$ cat config.mk
export PLATFORM = sky130hd
export DESIGN_NAME = spi_inert_serf
export DESIGN_NICKNAME = d
export VERILOG_FILES = /design/src/rtl/spi_inert_serf.sv
export SDC_FILE = /design/constraint.sdc
export NUM_CORES = 1
export LEC_CHECK = 0
export ABC_AREA = 1
export BUFFER_PORTS_ARGS = -buffer_cell sky130_fd_sc_hd__buf_2
export CAP_MARGIN = 20
export CORE_AREA = 3 3 103 145
export CTS_BUF_LIST = sky130_fd_sc_hd__clkbuf_8
export CTS_CLUSTER_SIZE = 16
export DETAILED_ROUTE_END_ITERATION = 6
export DIE_AREA = 0 0 106 148
export GPL_TIMING_DRIVEN = 0
export PLACE_DENSITY = 0.52
export SLEW_MARGIN = 10
export SYNTH_ARGS = -nofsm -noshare
export SYNTH_HDL_FRONTEND = slang
export SYNTH_SLANG_ARGS = --single-unit
$ cat constraint.sdc
create_clock -name clk -period 1.6 [get_ports clk]
set_input_delay 0.32 -clock clk [delete_from_list [all_inputs] [get_ports clk]]
set_output_delay 0.32 -clock clk [all_outputs]
set_load 0.005 [all_outputs]
$ cat src/rtl/spi_inert_serf.sv
// spi_inert_serf: SPI mode-0 slave front end for an inertial sensor model.
// 16-bit frames with an R/W bit, a 7-bit address and 8 data bits. The block
// holds a few control registers and a free-running gyro sample counter that
// captures yaw_smpl and raises a level data-ready interrupt.
// Optional build macro: SERF_YAW_SNAPSHOT_EN. When defined, a read of YAW_L
// latches YAW_H so that the following YAW_H read returns a coherent pair.
module spi_inert_serf #(
    parameter logic [15:0] SMPL_DIV = 16'd1024,
    parameter logic [7:0]  WHO_AM_I = 8'h6A
) (
    input  logic        clk,
    input  logic        rst_n,
    input  logic        SS_n,
    input  logic        SCLK,
    input  logic        MOSI,
    output logic        MISO,
    output logic        INT,
    input  logic [15:0] yaw_smpl
);

    localparam logic [6:0] ADDR_INT1_CTRL = 7'h0D;
    localparam logic [6:0] ADDR_WHO_AM_I  = 7'h0F;
    localparam logic [6:0] ADDR_CTRL2_G   = 7'h11;
    localparam logic [6:0] ADDR_CTRL5     = 7'h14;
    localparam logic [6:0] ADDR_YAW_L     = 7'h26;
    localparam logic [6:0] ADDR_YAW_H     = 7'h27;

    // Bit [0] is the first sync flop, [1] the second, [2] the edge-detect flop.
    logic [2:0]  ss_sync;
    logic [2:0]  sclk_sync;
    logic [2:0]  mosi_sync;

    logic        ss_fall;
    logic        ss_rise;
    logic        ss_low;
    logic        sclk_rise;
    logic        sclk_fall;
    logic        mosi_bit;

    logic [4:0]  bit_cnt;
    logic [15:0] rx;
    logic [15:0] rx_shifted;
    logic [7:0]  tx;
    logic        rd_phase;
    logic        rd_load;
    logic [6:0]  rd_addr;
    logic [7:0]  rd_data;
    logic [7:0]  yaw_hi_rd;
    logic        frame_done;
    logic        wr_commit;
    logic        rd_commit;

    logic [7:0]  int1_ctrl;
    logic [7:0]  ctrl2_g;
    logic [7:0]  ctrl5;
    logic [15:0] yaw;
    logic [15:0] smpl_cnt;
    logic        smpl_run;
    logic        smpl_tick;
    logic        int_set;
    logic        int_clr;
    logic        int_flag;

    // Bring the asynchronous SPI pins into the clk domain.
    always_ff @(posedge clk or negedge rst_n) begin
        if (!rst_n) begin
            ss_sync   <= 3'b111;
            sclk_sync <= 3'b000;
            mosi_sync <= 3'b000;
        end else begin
            ss_sync   <= {ss_sync[1:0], SS_n};
            sclk_sync <= {sclk_sync[1:0], SCLK};
            mosi_sync <= {mosi_sync[1:0], MOSI};
        end
    end

    assign ss_fall    = ss_sync[2] & ~ss_sync[1];
    assign ss_rise    = ~ss_sync[2] & ss_sync[1];
    assign ss_low     = ~ss_sync[1];
    assign sclk_rise  = sclk_sync[1] & ~sclk_sync[2];
    assign sclk_fall  = ~sclk_sync[1] & sclk_sync[2];
    assign mosi_bit   = mosi_sync[2];

    // After 8 bits the R/W flag sits in bit 7 and the address in bits 6:0.
    assign rx_shifted = {rx[14:0], mosi_bit};
    assign rd_addr    = rx_shifted[6:0];
    assign rd_load    = sclk_rise & ss_low & (bit_cnt == 5'd7) & rx_shifted[7];
    assign frame_done = ss_rise & (bit_cnt == 5'd16);
    assign wr_commit  = frame_done & ~rx[15];
    assign rd_commit  = frame_done & rx[15];

`ifdef SERF_YAW_SNAPSHOT_EN
    logic [7:0] yaw_snap;
    logic       yaw_snap_valid;

    // Capture YAW_H when YAW_L is read; the next YAW_H read consumes it.
    always_ff @(posedge clk or negedge rst_n) begin
        if (!rst_n) begin
            yaw_snap       <= 8'h00;
            yaw_snap_valid <= 1'b0;
        end else if (rd_load && rd_addr == ADDR_YAW_L) begin
            yaw_snap       <= yaw[15:8];
            yaw_snap_valid <= 1'b1;
        end else if (rd_load && rd_addr == ADDR_YAW_H) begin
            yaw_snap_valid <= 1'b0;
        end
    end

    assign yaw_hi_rd = yaw_snap_valid ? yaw_snap : yaw[15:8];
`else
    assign yaw_hi_rd = yaw[15:8];
`endif

    // Register read mux; unmapped addresses return zero.
    always_comb begin
        rd_data = 8'h00;
        case (rd_addr)
            ADDR_INT1_CTRL: rd_data = int1_ctrl;
            ADDR_WHO_AM_I:  rd_data = WHO_AM_I;
            ADDR_CTRL2_G:   rd_data = ctrl2_g;
            ADDR_CTRL5:     rd_data = ctrl5;
            ADDR_YAW_L:     rd_data = yaw[7:0];
            ADDR_YAW_H:     rd_data = yaw_hi_rd;
            default:        rd_data = 8'h00;
        endcase
    end

    // Frame shifter: collect MOSI on SCLK rises, serve read data on falls.
    always_ff @(posedge clk or negedge rst_n) begin
        if (!rst_n) begin
            bit_cnt  <= 5'd0;
            rx       <= 16'h0000;
            tx       <= 8'h00;
            rd_phase <= 1'b0;
        end else if (ss_fall) begin
            bit_cnt  <= 5'd0;
            rx       <= 16'h0000;
            tx       <= 8'h00;
            rd_phase <= 1'b0;
        end else begin
            if (sclk_rise && ss_low) begin
                rx <= rx_shifted;
                if (bit_cnt != 5'd16) begin
                    bit_cnt <= bit_cnt + 5'd1;
                end
            end
            if (rd_load) begin
                tx       <= rd_data;
                rd_phase <= 1'b1;
            end else if (sclk_fall && rd_phase && bit_cnt >= 5'd9 && bit_cnt <= 5'd15) begin
                tx <= {tx[6:0], 1'b0};
            end
            if (ss_rise) begin
                rd_phase <= 1'b0;
            end
        end
    end

    assign MISO = rd_phase & tx[7];

    // Control registers are written only by a complete 16-bit write frame.
    always_ff @(posedge clk or negedge rst_n) begin
        if (!rst_n) begin
            int1_ctrl <= 8'h00;
            ctrl2_g   <= 8'h00;
            ctrl5     <= 8'h00;
            yaw       <= 16'h0000;
        end else begin
            if (wr_commit) begin
                case (rx[14:8])
                    ADDR_INT1_CTRL: int1_ctrl <= rx[7:0];
                    ADDR_CTRL2_G:   ctrl2_g   <= rx[7:0];
                    ADDR_CTRL5:     ctrl5     <= rx[7:0];
                    default:        ;
                endcase
            end
            if (smpl_tick) begin
                yaw <= yaw_smpl;
            end
        end
    end

    assign smpl_run  = |ctrl2_g[7:4];
    assign smpl_tick = smpl_run && (smpl_cnt == SMPL_DIV - 16'd1);

    // Sample period counter; held at zero while the gyro is powered down.
    always_ff @(posedge clk or negedge rst_n) begin
        if (!rst_n) begin
            smpl_cnt <= 16'h0000;
        end else if (!smpl_run || smpl_tick) begin
            smpl_cnt <= 16'h0000;
        end else begin
            smpl_cnt <= smpl_cnt + 16'd1;
        end
    end

    // A new sample outranks a simultaneous clear so no data-ready is lost.
    assign int_set = smpl_tick & int1_ctrl[1];
    assign int_clr = (rd_commit && rx[14:8] == ADDR_YAW_H) ||
                     (wr_commit && rx[14:8] == ADDR_INT1_CTRL && !rx[1]);

    // Data-ready interrupt flag.
    always_ff @(posedge clk or negedge rst_n) begin
        if (!rst_n) begin
            int_flag <= 1'b0;
        end else if (int_set) begin
            int_flag <= 1'b1;
        end else if (int_clr) begin
            int_flag <= 1'b0;
        end
    end

    assign INT = int_flag;

endmodule

Word-level counts from Yosys, hierarchy flattened
Index checks and enable logic that the tools add are counted.
Widths: inputs -> output; s select.
Word-level totals
  register bits: 96
  bits of input ports: 21
  output and inout bits: 2
  logic and storage cells: 85
Operators by class
  add/subtract/negate cells: 2
  magnitude comparators: 2
  eq/ne operators: 14
  muxes and demuxes: 15
  bitwise gates (word level): 17
  reductions and logical operators: 22
Operators with widths (count)
  $mux 16: 3
  $pmux 8 s6: 1
  $eq 7x5->1 const B: 4
  $mux 8: 3
  $eq 7x4->1 const B: 3
  $eq 7x6->1 const B: 3
  $add 16x1->16 const B: 1
  $eq 16x10->1 const B: 1
  $mux 5: 3
  $and 1x1->1: 12
  $logic_and 1x1->1: 8
  $reduce_and 2->1: 4
  $reduce_bool 2->1: 3
  $reduce_bool 3->1: 2
  $add 5x1->5 const B: 1
  $eq 5x3->1 const B: 1
  $eq 5x5->1 const B: 1
  $ge 5x4->1 const B: 1
  $le 5x4->1 const B: 1
  $mux 1: 5
  $ne 5x5->1 const B: 1
  $not 1->1: 5
  $reduce_or 4->1: 1
  $logic_not 1->1: 2
  $logic_or 1x1->1: 2

Logic depth before layout (Yosys ltp)
  word-level depth: 9
  mapped depth: 12
  mapped depth without buffers: 11

Least setup slack after synthesis
OpenSTA, ideal clock, no wires.
  path kind: register to register
  start point: reg bit_cnt[0]
  end point: reg int1_ctrl[6]
  setup time: 120 ps
  data arrival time: 1455 ps
  required time: 1480 ps
  slack: 25 ps
  cell stages (with the launch flop): 11
  buffers on the path: 1
  period minus slack after synthesis: 1575 ps
  cells stage by stage: dfrtp_1 > inv_1 > ha_1 > nand2_1 > nor3_2 > nand2_1 > nor2_4 > nand3_4 > buf_6 > nand2_1 > o21ai_2
Between the ends
  longest elaborated chain between the ends: 4
Ends and longest elaborated chain
  start: declaration: line 40  | logic [4:0] bit_cnt;
  start signal: assignment: line 144  | bit_cnt <= bit_cnt + 5'd1;
  $eq 5x5->1: line 88  | assign frame_done = ss_rise & (bit_cnt == 5'd16);
  $and 1x1->1: line 88
  $and 1x1->1: line 89  | assign wr_commit = frame_done & ~rx[15];
  $reduce_and 2->1 (no line)
  end signal: assignment: line 171  | ADDR_INT1_CTRL: int1_ctrl <= rx[7:0];
  end: declaration: line 53  | logic [7:0] int1_ctrl;
Every way passes these cells.
A chain may end at the register's enable or synchronous reset.

Worst setup path after layout
  start point: reg bit_cnt[0]
  end point: reg int_flag, in the netlist INT
Between the ends
  longest elaborated chain between the ends: 7
Ends and longest elaborated chain
  $eq 5x5->1 *: line 88
  $and 1x1->1 *: line 88
  $and 1x1->1: line 89
  $logic_and 1x1->1 (2 in a row): line 200  | (wr_commit && rx[14:8] == ADDR_INT1_CTRL && !rx[1]);
  $logic_or 1x1->1 *: line 199  | assign int_clr = (rd_commit && rx[14:8] == ADDR_YAW_H) ||
  $reduce_bool 2->1 (no line) *
  end signal: assignment: line 205  | int_flag <= 1'b0;
  end signal: assignment: line 207  | int_flag <= 1'b1;
  end signal: assignment: line 209  | int_flag <= 1'b0;
  end: declaration: line 62  | logic int_flag;
Mark *: on every way between the ends. The rest lies on a longest branch, timed or not.

==> run metrics <==
Leak=2.86 nW; vias post-DR=4,059; crit path kind=reg -> reg; Final ANT Viol Nets=0; reg2reg path depth=10; EDFF count, synth=0; crit path max fanout=6; Slew headroom=57.9%; IO Count=23; Reg-to-Reg End=INT$_DFFE_PN0P_; maximum buffer depth of the clock tree=2; vias per cell=4.87; register-to-register setup slack=-0.16 ns; outcome=complete, but fails checks; count leader, synth=nand2_1; crit share post-route=110%; Pwr Density=786 nW/µm²; Yosys reg bits=96; total number of yosys warnings=0; Setup crit end kind=flip-flop; Fin. Hold Viols=0; first-pass GRT wire length=20.7 mm; layout overhead on the synthesized area=29.2%; total track usage=16.7%; clk slew on worst S/H paths=0.09 ns; violated checks=setup timing; share of the synthesized area in the top cell type=48.8%; total CTS buffers=9; CP startpoint kind=flip-flop; Synth Cell Area=4770 µm²; Clock Latency Late Sink=0.38 ns; sequential-to-total area share from yosys stat=50.5%; placed cell area=5140 µm²; # diodes=0; Critical Path RT=1.87 ns; highest metal layer with signal wires=met4; H-tree depth=3; class of the worst hold path=in -> reg; routed wl met2=6.81 mm; post-DP HPWL=8.70 mm; syn_nets=599; Cells after DPL=779; Routed WL=12.5 mm; FMAX=568 MHz; drt first-iter violations=213; Setup WS post-layout=-0.160 ns; Worst EP arrival=2.03 ns; Hold Path Sink=ss_sync[0]$_DFF_PN1_; Die ar.=15,700 µm²; vias in the first global route=4,153; final RePlAce weighted congestion=0.837; share of cells above drive strength 1=33.3%; MaxCap Viol Count=0; Final Critical Period=1.76 ns; Yosys top cell by area=dfrtp_1; Hold Crit Start=SS_n; synth cell count leaders=138 x nand2_1, 93 x dfrtp_1, 66 x nand3_1, 57 x inv_1, 50 x nor2_1; clk root buf=clkbuf_8; Final Non-Filler Cells=833; CTS tree=yes; clock sink count=96; initial antenna violation count=0; GRT Residual Overflow=0; fin area=6160 µm²; Synth async-reset ratio=100%; Clock Skews=0.0130 ns; TritonRoute pass-1 iters=4; setup total negative slack=-5.46 ns; Netlist cell types=36; Setup violations, final=65; count of final max-slew check failures=0; core area=13,800 µm²; largest net degree at the start of global routing=58; worst setup path start=bit_cnt[0]$_DFFE_PN0P_; # nets final=671; die width=106 µm; FP Rows=51; wire length on met3=315 µm; unrepaired setup endpoints after global routing=true; RR Startpoint=bit_cnt[0]$_DFFE_PN0P_; Initial Utilization=34.6%; post-synthesis cell count=571; Die Y=148 µm; ys flop type=dfrtp_1; WL/cell=15.1 µm; Peak VDD IR=0.414 mV; dominant cells by area after synthesis=dfrtp_1 49%, nand2_1 11%, nand3_1 6.9%, inv_1 4.5%, nor2_1 3.9%; hold depth=1; average footprint of a synthesized cell=8.35 µm²; worst-margin pin slew=0.628 ns; WL met1=5.15 mm; number of port buffers=22; DRC errors left=0
metrics by stage:
| step | setup WS, ns | util [%] | hold slack (ns) | power, W |
|---|---|---|---|---|
| 5_1_grt | -0.272 | 44.7 | 0.0198 | 0.00506 |
| 6_report | -0.160 | 44.7 | 0.0345 | 0.00484 |
| 3_5_place_dp | -0.241 | 37.3 | 0.337 | 0.00288 |
| 2_1_floorplan | 0.0248 | - | 0.0244 | 0.00273 |
| 3_3_place_gp | -0.836 | 37.1 | 0.333 | 0.00286 |
| 4_1_cts | -0.159 | 42.9 | 0.0256 | 0.00483 |
worst max path at each step:
| stage | slack (ns) | cells after the start | endpoint |
|---|---|---|---|
| finish | -0.16 | 10 | INT$_DFFE_PN0P_ |
| global route | -0.27 | 10 | INT$_DFFE_PN0P_ |
| CTS | -0.16 | 11 | ctrl2_g[6]$_DFFE_PN0P_ |
| detailed placement | -0.24 | 6 | bit_cnt[2]$_DFFE_PN0P_ |
| global placement | -0.84 | 1 | yaw[14]$_DFFE_PN0P_ |
| floorplan | 0.02 | 10 | int1_ctrl[6]$_DFFE_PN0P_ |
final cells by class:
type	count	area, µm²
fillers	1409	7620
repair buffers	62	537
well taps	185	231
flip-flops and latches	96	2410
multi-input cells	397	2390
plain buffers	11	105
clock inverters	5	80.1
clock buffers	11	151
inverters	66	255
critical path: stages, from the launching register on:
cell     delay (ns)
dfrtp_1        0.41
inv_2          0.09
ha_4           0.14
nand2_4        0.05
nor3_4         0.19
nand2_2        0.10
nor2_4         0.17
nand3_4        0.19
buf_6          0.17
nor2_2         0.07
o21ai_1        0.06
metal layers:
metal,global-route usage (%),up-vias
met4,5.96,0
li1,-,2000
met5,0,-
met3,2.88,24
met2,30.8,54
met1,19.4,1981
state kept, by name (all words and copies together) (netlist names):
register / flops
ss_sync: 3
tx: 8
rd_phase: 1
rx: 16
smpl_cnt: 16
INT: 1
bit_cnt: 5
ctrl2_g: 8
sclk_sync: 3
mosi_sync: 3
ctrl5: 8
yaw: 16
int1_ctrl: 8
logic make-up (layout without fill, tap and decap cells):
kind of cell | count (synthesis) | after routing | share of synthesized area [%]
compound gates | 75 | 75 | 9.00
fa+ha+maj | 7 | 7 | 1.84
flops | 96 | 96 | 50.5
buf+inv | 78 | 155 | 7.27
xor+xnor | 6 | 6 | 1.10
simple gates | 309 | 309 | 30.3
cells in the final DEF (no fill, tap or decap), drive strengths merged, types with 2 or more instances in the layout:
cell type    n
nand2      147
clkbuf      13
dfstp        3
inv         67
o21ai       67
xnor2        2
nor3b        4
xor2         4
dfrtp       93
nor2        60
bufinv       2
o21bai       2
nand4        5
ha           7
nand3       70
buf         70
nor4         7
a21oi        3
nor3        15
power breakdown:
group / switching [W] / internal, W / leakage, nW
clock network: 0.000882 / 0.000964 / 0.117
logic: 0.000271 / 0.000180 / 1.52
registers: 0.0000686 / 0.00248 / 1.23
what timing repair did:
| item | CTS | global route |
|---|---|---|
| endpoints found under the setup margin | 86 | 80 |
| gates resized for setup | 72 | 72 |
| pin swaps | 13 | 15 |
| endpoints found under the hold margin | 36 | 0 |
| cloned | 7 | 0 |
| hold buffers | 1 | 0 |
| buffers inserted | 27 | 5 |
Note: power is estimated with default switching activity, not from simulation.
